## config.mk

```make
export PLATFORM = sky130hd
export DESIGN_NAME = pipe_stage_reg
export DESIGN_NICKNAME = d
export VERILOG_FILES = /design/src/rtl/pipe_stage_reg.sv
export SDC_FILE = /design/constraint.sdc
export NUM_CORES = 1
export LEC_CHECK = 0
export CORE_MARGIN = 2
export CORE_UTILIZATION = 37
export CTS_CLUSTER_DIAMETER = 60
export DETAILED_ROUTE_END_ITERATION = 6
export GPL_TIMING_DRIVEN = 1
export PLACE_DENSITY = 0.84
export SLEW_MARGIN = 10
export SYNTH_ARGS = -nofsm -noshare
export SYNTH_HDL_FRONTEND = slang
export SYNTH_SLANG_ARGS = --single-unit
```

## constraint.sdc

```tcl
create_clock -name clk -period 2.94 [get_ports clk]
set_clock_uncertainty 0.2 [all_clocks]
set_input_delay 0.588 -clock clk [delete_from_list [all_inputs] [get_ports clk]]
set_output_delay 0.588 -clock clk [all_outputs]
set_load 0.02 [all_outputs]
```

## src/rtl/pipe_stage_reg.sv

```systemverilog
// Parametrised inter-stage pipeline register: NUM_CH GPR write channels, one HI/LO channel and a valid bit.
// Optional performance counters for bubble/hold edges are enabled by defining PIPE_STAGE_PERF_EN.
module pipe_stage_reg #(
  parameter int STAGE   = 4,
  parameter int STALL_W = 6,
  parameter int NUM_CH  = 1,
  parameter int ADDR_W  = 5,
  parameter int DATA_W  = 32
) (
  input  logic                     clk,
  input  logic                     rst,
  input  logic [STALL_W-1:0]       stall,
  input  logic                     flush,
  input  logic                     in_valid,
  input  logic [NUM_CH*ADDR_W-1:0] in_wd,
  input  logic [NUM_CH-1:0]        in_wreg,
  input  logic [NUM_CH*DATA_W-1:0] in_wdata,
  input  logic                     in_whilo,
  input  logic [DATA_W-1:0]        in_hi,
  input  logic [DATA_W-1:0]        in_lo,
  output logic                     out_valid,
  output logic [NUM_CH*ADDR_W-1:0] out_wd,
  output logic [NUM_CH-1:0]        out_wreg,
  output logic [NUM_CH*DATA_W-1:0] out_wdata,
  output logic                     out_whilo,
  output logic [DATA_W-1:0]        out_hi,
  output logic [DATA_W-1:0]        out_lo,
  output logic                     out_hold
`ifdef PIPE_STAGE_PERF_EN
  ,
  input  logic                     perf_clr,
  output logic [31:0]              perf_bubbles,
  output logic [31:0]              perf_holds
`endif
);

  typedef enum logic [2:0] {
    OP_RESET,
    OP_FLUSH,
    OP_BUBBLE,
    OP_HOLD,
    OP_ADVANCE
  } op_e;

  op_e  op;
  logic downStall;
  logic unusedStall;

  logic                     valid_q, valid_d;
  logic [NUM_CH*ADDR_W-1:0] wd_q, wd_d;
  logic [NUM_CH-1:0]        wreg_q, wreg_d;
  logic [NUM_CH*DATA_W-1:0] wdata_q, wdata_d;
  logic                     whilo_q, whilo_d;
  logic [DATA_W-1:0]        hi_q, hi_d;
  logic [DATA_W-1:0]        lo_q, lo_d;

  generate
    if (NUM_CH < 1 || NUM_CH > 4) begin : gen_bad_num_ch
      $error("pipe_stage_reg: NUM_CH must be in the range 1..4");
    end
    if (STAGE >= STALL_W) begin : gen_bad_stage
      $error("pipe_stage_reg: STAGE must be less than STALL_W");
    end
    // The last stage has no downstream neighbour, so it can never hold.
    if (STAGE < STALL_W - 1) begin : gen_down_stall
      assign downStall = stall[STAGE+1];
    end else begin : gen_last_stage
      assign downStall = 1'b0;
    end
  endgenerate

  assign unusedStall = ^stall;

  always_comb begin
    op = OP_ADVANCE;
    if (rst) begin
      op = OP_RESET;
    end else if (flush) begin
      op = OP_FLUSH;
    end else if (stall[STAGE]) begin
      op = downStall ? OP_HOLD : OP_BUBBLE;
    end
  end

  always_comb begin
    valid_d = valid_q;
    wd_d    = wd_q;
    wreg_d  = wreg_q;
    wdata_d = wdata_q;
    whilo_d = whilo_q;
    hi_d    = hi_q;
    lo_d    = lo_q;
    unique case (op)
      OP_RESET, OP_FLUSH, OP_BUBBLE: begin
        valid_d = 1'b0;
        wd_d    = '0;
        wreg_d  = '0;
        wdata_d = '0;
        whilo_d = 1'b0;
        hi_d    = '0;
        lo_d    = '0;
      end
      // Enables are qualified by valid; address and data travel unmasked.
      OP_ADVANCE: begin
        valid_d = in_valid;
        wd_d    = in_wd;
        wreg_d  = in_wreg & {NUM_CH{in_valid}};
        wdata_d = in_wdata;
        whilo_d = in_whilo & in_valid;
        hi_d    = in_hi;
        lo_d    = in_lo;
      end
      default: begin
      end
    endcase
  end

  always_ff @(posedge clk) begin
    if (rst) begin
      valid_q <= 1'b0;
      wd_q    <= '0;
      wreg_q  <= '0;
      wdata_q <= '0;
      whilo_q <= 1'b0;
      hi_q    <= '0;
      lo_q    <= '0;
    end else begin
      valid_q <= valid_d;
      wd_q    <= wd_d;
      wreg_q  <= wreg_d;
      wdata_q <= wdata_d;
      whilo_q <= whilo_d;
      hi_q    <= hi_d;
      lo_q    <= lo_d;
    end
  end

  assign out_valid = valid_q;
  assign out_wd    = wd_q;
  assign out_wreg  = wreg_q;
  assign out_wdata = wdata_q;
  assign out_whilo = whilo_q;
  assign out_hi    = hi_q;
  assign out_lo    = lo_q;
  assign out_hold  = (op == OP_HOLD);

`ifdef PIPE_STAGE_PERF_EN
  logic [31:0] perf_bubbles_q, perf_bubbles_d;
  logic [31:0] perf_holds_q, perf_holds_d;

  // Saturating counters; a clear request beats an increment on the same edge.
  always_comb begin
    perf_bubbles_d = perf_bubbles_q;
    perf_holds_d   = perf_holds_q;
    if (perf_clr) begin
      perf_bubbles_d = '0;
      perf_holds_d   = '0;
    end else begin
      if ((op == OP_BUBBLE || op == OP_FLUSH) && perf_bubbles_q != 32'hFFFF_FFFF) begin
        perf_bubbles_d = perf_bubbles_q + 32'd1;
      end
      if (op == OP_HOLD && perf_holds_q != 32'hFFFF_FFFF) begin
        perf_holds_d = perf_holds_q + 32'd1;
      end
    end
  end

  always_ff @(posedge clk) begin
    if (rst) begin
      perf_bubbles_q <= '0;
      perf_holds_q   <= '0;
    end else begin
      perf_bubbles_q <= perf_bubbles_d;
      perf_holds_q   <= perf_holds_d;
    end
  end

  assign perf_bubbles = perf_bubbles_q;
  assign perf_holds   = perf_holds_q;
`else
  // Default build carries no performance counters; the stage logic above is complete.
`endif

endmodule

```

==> out/metrics.cfg, run 1 <==
[yosys]
synth_top_cells_by_area=dfxtp_1, a22o_1, buf_6
synth_area_mm2=0.00317
synth-seq-cells=104
synth.distinct_cells=8
yosysSeqAreaShare=0.658
syn_nets=346
synth_top_area_cell=dfxtp_1
netlist.area_leader.share=0.658
postSynthCellCount=233
synth_warnings=0
avgSynthCellArea_um2=13.6

[routing]
firstDrtPassIters=4
wl_per_cell_um=16.8
initialDrtViolationCount=69
wl_mm=9.25
vias_per_cell=4.98
dr_total_vias=2735
drc=0
drtAntennaViolNets=0

[floorplanning]
core_mm2=0.00826
io_pins=218
initial_core_util=0.383
dieWidth_um=96.5
std_cell_rows=33
die_h_um=96.5
die_area_mm2=0.00931

[sta]
tightest_slew_ns=0.461
fmax_ghz=0.354
finalCriticalPeriod_ns=2.83
hold_viol=0
setup_viol=0
fin_crit_sh=0.961
grt_setup_unrepaired=no
slew-limit-headroom=0.693
maxSlewViolCount=0
fin_setup_tns_ns=0

[setup_path]
worstPathCellList=clkdlybuf4s50_1 -> and4bb_4 -> clkdlybuf4s50_1
critPathLaunchType=input pin
criticalPathCategory=input pin to output pin
path_max_fanout=2
rr_worst_depth=1
crit_path_max_incr_delay_ns=0.63
cp.arrival_ns=2.04
critPathCaptureType=output pin
cp.required_ns=2.15
path_common_cell=clkdlybuf4s50_1
slowest_stage=clkdlybuf4s50_1

[clocking]
root_buffer=clkbuf_8
cts_tree=yes
clock_sinks=104
numCtsBuffers=9
htree_levels=3
cts_setup_buffers=0
cts_resized=0
path_clk_slew_ns=0.09
clk_latency_ns=0.34
clk_path_buf_depth=2
hold_buffers=0

[power]
sw_frac_of_total=0.237
power_frac_seq=0.551
clockPowerShare=0.314
p_comb_frac=0.135
p_per_area_mw_per_mm2=482
internal-power_mw=2.04
power.net_switching_mw=0.633
ir_worst_vdd_mv=0.280
p_leak_nw=2.12

[global_route]
grt_use_total=0.187
antenna_found_initial=0
first_global_vias=2713
grt_max_degree=105
overflow=0
grt_pass1_wl_mm=13.4

[place]
io_buffers=213
placed_cell_area_mm2=0.00535
gp_congestion=0.737
dpl.hpwl_mm=6.59
dp.cells=533

[final_layout]
n_antenna_cell=0
areaGrowthSynthToFinish_pct=75.1
post-route-util=0.671
fin_area_mm2=0.00554
final_cell_mix=clkdlybuf4s50_1, dfxtp_1, a22o_1
stdcell_count=549
final_common_cell=clkdlybuf4s50_1
nets=552
fill_cells=642
drive_gt1_frac=0.0518

[hold_path]
holdPathStages=1
hold_path_class=register to register

[outcome]
status=complete, no violations

[run]
cap_violations=0

cell families (layout without fill, tap and decap cells):
logic type	after synthesis	after routing	synth area share
AOI/OAI and AO/OA	104	104	0.289
buffers and inverters	23	234	0.0466
DFF	104	104	0.658
and+or+nand+nor	2	2	0.00711
sequential cells by signal, indices dropped and copies added, names as in the netlist:
signal,flops
out_hi,32
out_lo,32
out_wdata,32
out_wd,5
out_valid,1
out_whilo,1
out_wreg,1
per-layer routing:
metal,global-route usage,part of all wire
met1,0.201,0.37
met2,0.328,0.50
met3,0.0729,0.11
met4,0.0775,0.017
met5,0,0
cells in the mapped netlist, drive strengths merged:
cell    instances
buf            19
nor3            1
a32o            2
a22o          102
clkbuf          4
dfxtp         104
and4bb          1
worst paths after layout:
path / start / to / slack [ns]
max: flush / out_hold / 0.11
min: out_lo[13]$_SDFFE_PP0P_ / out_lo[13]$_SDFFE_PP0P_ / 0.28
max reg2reg: out_lo[27]$_SDFFE_PP0P_ / out_lo[27]$_SDFFE_PP0P_ / 2.09
min reg2reg: out_lo[13]$_SDFFE_PP0P_ / out_lo[13]$_SDFFE_PP0P_ / 0.28
power groups by stage:
| stage | Clock [mW] | Combinational [mW] | Sequential, mW |
|---|---|---|---|
| finish | 0.840 | 0.359 | 1.47 |
| global route | 0.919 | 0.380 | 1.48 |
| CTS | 0.869 | 0.362 | 1.47 |
| detailed placement | 0 | 0.360 | 1.50 |
| global placement | 0 | 0.354 | 1.50 |
| floorplan | 0 | 0.0629 | 1.55 |
area by class of cell:
type / count / area (um2) / share of cell area
Clock buffer: 11 / 151 / 0.0273
Sequential cell: 104 / 2080 / 0.376
Clock inverter: 5 / 38.8 / 0.00700
Multi-Input combinational cell: 106 / 946 / 0.171
Timing Repair Buffer: 218 / 2190 / 0.396
Tap cell: 105 / 131 / 0.0237
critical path: cells and delay by family:
family	cells	cell delay, ns
simple gates	1	0.39
buf+inv	2	1.06
metrics by stage:
stage	worst slack (ns)	hold WS (ns)	power [mW]
after CTS	0.111	0.290	2.70
final	0.115	0.282	2.67
after floorplan	0.967	0.394	1.62
after detailed placement	0.119	0.263	1.87
after global routing	0.0879	0.298	2.78
after global placement	0.154	0.249	1.86
No activity file was read; power rests on OpenSTA's default activity.
==> inputs of run 2 (changes only) <==
==> constraint.sdc (replaced) <==
create_clock -name clk -period 2.94 [get_ports clk]
set_clock_uncertainty 0.2 [all_clocks]
set_input_delay 0.588 -clock clk [delete_from_list [all_inputs] [get_ports clk]]
set_output_delay 0.588 -clock clk [all_outputs]
set_load 0.01 [all_outputs]
==> run 2 against run 1 <==
  * Die area stayed put
  * Register-to-register slack hardly changed
  * Utilization is 0.076 points higher
  * Critical path depth stayed put
  * Hold slack worse by 0.00088 ns
  * Sequential share of layout area hardly changed
  * Fmax is 1.1% higher
  * Global-route usage is 0.13 points lower
  * Cell area is 0.11% higher
  * Critical endpoint unchanged
==> out/metrics.cfg, run 2 (synthesized netlist as in run 1, its figures left out) <==
[final_layout]
final_common_cell=clkdlybuf4s50_1
drive_gt1_frac=0.0432
ff_latch_area_mm2=0.00208
n_antenna_cell=0
fill_cells=641
stdcell_count=545
multi_input_area_um2=946
areaGrowthSynthToFinish_pct=75.3
nets=549
fin_area_mm2=0.00555
final_cell_mix=clkdlybuf4s50_1, dfxtp_1, a22o_1

[clocking]
path_clk_slew_ns=0.08
clock_sinks=104
root_buffer=clkbuf_8
hold_buffers=0
cts_tree=yes
cts_resized=0
cts_setup_buffers=0
htree_levels=3
clk_latency_ns=0.34
numCtsBuffers=9
clk_path_buf_depth=2

[place]
io_buffers=213
gp_congestion=0.742
dp.cells=530
dpl.hpwl_mm=6.61
placed_cell_area_mm2=0.00533

[floorplanning]
die_h_um=96.5
io_pins=218
core_mm2=0.00826
dieWidth_um=96.5
std_cell_rows=33
initial_core_util=0.383
die_area_mm2=0.00931

[sta]
fmax_ghz=0.358
finalCriticalPeriod_ns=2.80
hold_viol=0
maxSlewViolCount=0
fin_crit_sh=0.951
timing.hold.ws_ns=0.281
tightest_slew_ns=0.471
setup_viol=0
slew-limit-headroom=0.686
grt_setup_unrepaired=no
fin_setup_tns_ns=0

[routing]
vias_per_cell=5.06
firstDrtPassIters=4
wl_per_cell_um=17.0
dr_total_vias=2759
drtAntennaViolNets=0
initialDrtViolationCount=108
drc=0
wl_mm=9.27

[power]
p_comb_frac=0.118
internal-power_mw=2.17
ir_worst_vdd_mv=0.295
power_frac_seq=0.535
clockPowerShare=0.347
p_per_area_mw_per_mm2=496
power.net_switching_mw=0.578
sw_frac_of_total=0.210
p_leak_nw=2.12

[global_route]
antenna_found_initial=0
grt_pass1_wl_mm=13.3
overflow=0
first_global_vias=2773
grt_use_total=0.186
grt_max_degree=105

[setup_path]
cp.arrival_ns=2.01
path_max_fanout=2
critPathLaunchType=input pin
critPathCaptureType=output pin
criticalPathCategory=input pin to output pin
cp.required_ns=2.15

[outcome]
status=complete, no violations

[hold_path]
hold_path_class=register to register

[run]
cap_violations=0

==> run 2: cell types whose count changed in the layout (fill, tap and decap cells not counted), sizes merged <==
| cell | previous run | this run |
|---|---|---|
| buf | 5 | 2 |
| bufinv | 0 | 2 |
| clkbuf | 11 | 10 |
| inv | 2 | 0 |
==> run 2: critical path: stages <==
cell and delay [ns]:
clkdlybuf4s50_1 0.46, and4bb_4 0.40, clkdlybuf4s50_1 0.56
==> run 2: path summary, 6_finish.rpt <==
kind | startpoint | endpoint | slack [ns] | depth (start not counted)
worst min-delay path | out_lo[13]$_SDFFE_PP0P_ | out_lo[13]$_SDFFE_PP0P_ | 0.28 | 1
worst max-delay path | flush | out_hold | 0.14 | 3
worst max register to register | out_lo[27]$_SDFFE_PP0P_ | out_lo[27]$_SDFFE_PP0P_ | 2.09 | 1
worst min register to register | out_lo[13]$_SDFFE_PP0P_ | out_lo[13]$_SDFFE_PP0P_ | 0.28 | 1
==> run 2: layout make-up <==
class,count,share of cell area
repair buffers,215,0.391
flip-flops and latches,104,0.375
multi-input cells,106,0.170
clock buffers,10,0.0248
well taps,105,0.0237
clock inverters,5,0.0147
==> run 2: power groups by stage <==
stage          sequential (mW)  clock, mW  combinational, mW
2_1_floorplan             1.52          0             0.0627
6_report                  1.47      0.954              0.325
5_1_grt                   1.48       1.04              0.346
3_3_place_gp              1.50          0              0.319
3_5_place_dp              1.50          0              0.326
4_1_cts                   1.47      0.986              0.328
==> run 2: routing by layer <==
layer,vias to the layer above,GRT usage,share of wire
li1,1301,-,-
met1,1306,0.194,0.37
met2,135,0.333,0.50
met3,17,0.0760,0.11
met4,0,0.0692,0.021
met5,-,0,0
==> run 2: per-stage QoR <==
stage | power (mW) | util | worst slack, ns
global placement | 1.82 | 0.646 | 0.162
global route | 2.86 | 0.672 | 0.117
CTS | 2.79 | 0.672 | 0.144
floorplan | 1.59 | - | 1.00
detailed placement | 1.83 | 0.646 | 0.154
finish | 2.75 | 0.672 | 0.144
==> inputs of run 3 (changes only) <==
--- a/config.mk
+++ b/config.mk
@@ -5,6 +5,7 @@
 export SDC_FILE = /design/constraint.sdc
 export NUM_CORES = 1
 export LEC_CHECK = 0
+export CORE_ASPECT_RATIO = 0.5
 export CORE_MARGIN = 2
 export CORE_UTILIZATION = 37
 export CTS_CLUSTER_DIAMETER = 60
==> run 3 against run 2 <==
  * Critical path depth did not move
  * Clock power is 30% higher
  * Wire length rose by 3.6%
  * Final cell count up 1.5%
  * Cell area up 2.0%
  * Non-clock buffer count is 1 higher
  * Highest routed layer unchanged
==> out/metrics.cfg, run 3 (synthesized netlist as in run 1, its figures left out) <==
[sta]
fmax_ghz=0.364
finalCriticalPeriod_ns=2.75
finalWorstSetupSlack_ns=0.193
setup_viol=0
fin_setup_tns_ns=0
timing.hold.ws_ns=0.278
slew-limit-headroom=0.619
tightest_slew_ns=0.571
hold_viol=0
maxSlewViolCount=0
fin_crit_sh=0.935
grt_setup_unrepaired=no

[power]
p_per_area_mw_per_mm2=537
finalPower_mw=3.04
p_leak_nw=2.16
ir_worst_vdd_mv=0.321

[setup_path]
cp.arrival_ns=1.96
crit_end=out_hold
cp.required_ns=2.15
worstReg2RegStart=out_wreg$_SDFFE_PP0P_
rrSetupSlack_ns=2.09
path_max_fanout=2
timing.rr.end=out_wreg$_SDFFE_PP0P_
critPathLaunchType=input pin
worstSetupStartpoint=flush
critPathCaptureType=output pin
rr_worst_depth=1
criticalPathCategory=input pin to output pin

[final_layout]
drive_gt1_frac=0.0431
stdcell_count=553
fin_area_mm2=0.00566
nets=550
post-route-util=0.695
final_cell_mix=clkdlybuf4s50_1, dfxtp_1, a22o_1
areaGrowthSynthToFinish_pct=78.8
final_common_cell=clkdlybuf4s50_1
n_antenna_cell=0

[clocking]
clk_latency_ns=0.33
numCtsBuffers=9
root_buffer=clkbuf_16
path_clk_slew_ns=0.07
cts_tree=yes
cts_setup_buffers=0
htree_levels=3
clk_path_buf_depth=2
cts_resized=0
clock_sinks=104
hold_buffers=0

[global_route]
first_global_vias=2931
overflow=0
grt_use_total=0.210
antenna_found_initial=0
grt_pass1_wl_mm=15.3
grt_max_degree=105

[outcome]
status=complete, no violations

[routing]
drc=0
initialDrtViolationCount=117
vias_per_cell=4.88
firstDrtPassIters=4
wl_per_cell_um=17.4
wl_mm=9.60
dr_total_vias=2701
drtAntennaViolNets=0

[floorplanning]
std_cell_rows=23
initial_core_util=0.389
dieWidth_um=135
core_mm2=0.00814
die_area_mm2=0.00936
io_pins=218
die_h_um=69.4

[place]
io_buffers=213
dpl.hpwl_mm=6.81
placed_cell_area_mm2=0.00535
gp_congestion=0.767
dp.cells=538
pre_cts_ws_ns=0.185

[run]
cap_violations=0

[hold_path]
hold_path_class=register to register
holdPathStages=1

-- run 3: cell count changes in the layout (fill, tap and decap cells not counted), sizes merged --
cell and delta:
clkinvlp +2, clkinv -2, buf +1
-- run 3: worst min path at each step --
stage,start,endpoint,slack [ns]
finish,out_lo[4]$_SDFFE_PP0P_,out_lo[4]$_SDFFE_PP0P_,0.28
CTS,out_wdata[19]$_SDFFE_PP0P_,out_wdata[19]$_SDFFE_PP0P_,0.28
global placement,out_wreg$_SDFFE_PP0P_,out_wreg$_SDFFE_PP0P_,0.25
detailed placement,out_wreg$_SDFFE_PP0P_,out_wreg$_SDFFE_PP0P_,0.25
floorplan,out_whilo$_SDFFE_PP0P_,out_whilo$_SDFFE_PP0P_,0.31
global route,out_wdata[24]$_SDFFE_PP0P_,out_wdata[24]$_SDFFE_PP0P_,0.30
-- run 3: final cells by class --
class | count | area, um2
sequential | 104 | 2080
fill | 601 | 2480
timing repair buffer | 216 | 2180
multi-input combinational | 106 | 946
clock buffer | 10 | 229
tap | 112 | 140
clock inverter | 5 | 82.6
-- run 3: layer usage --
layer  share of wire  vias up  global-route usage
met2            0.54       83               0.394
met4           0.034        0              0.0889
met3           0.035       29              0.0607
li1                -     1302                   -
met1            0.39     1287               0.218
met5               0        -                   0
-- run 3: critical path: stages --
cell,delay (ns)
clkdlybuf4s50_1,0.45
and4bb_4,0.38
clkdlybuf4s50_1,0.54
-- run 3: power by group --
group	leakage [nW]	internal, mW	switching (mW)
combinational	1.17	0.225	0.102
sequential	0.847	1.45	0.0223
clock	0.141	0.741	0.500
total	2.16	2.42	0.624
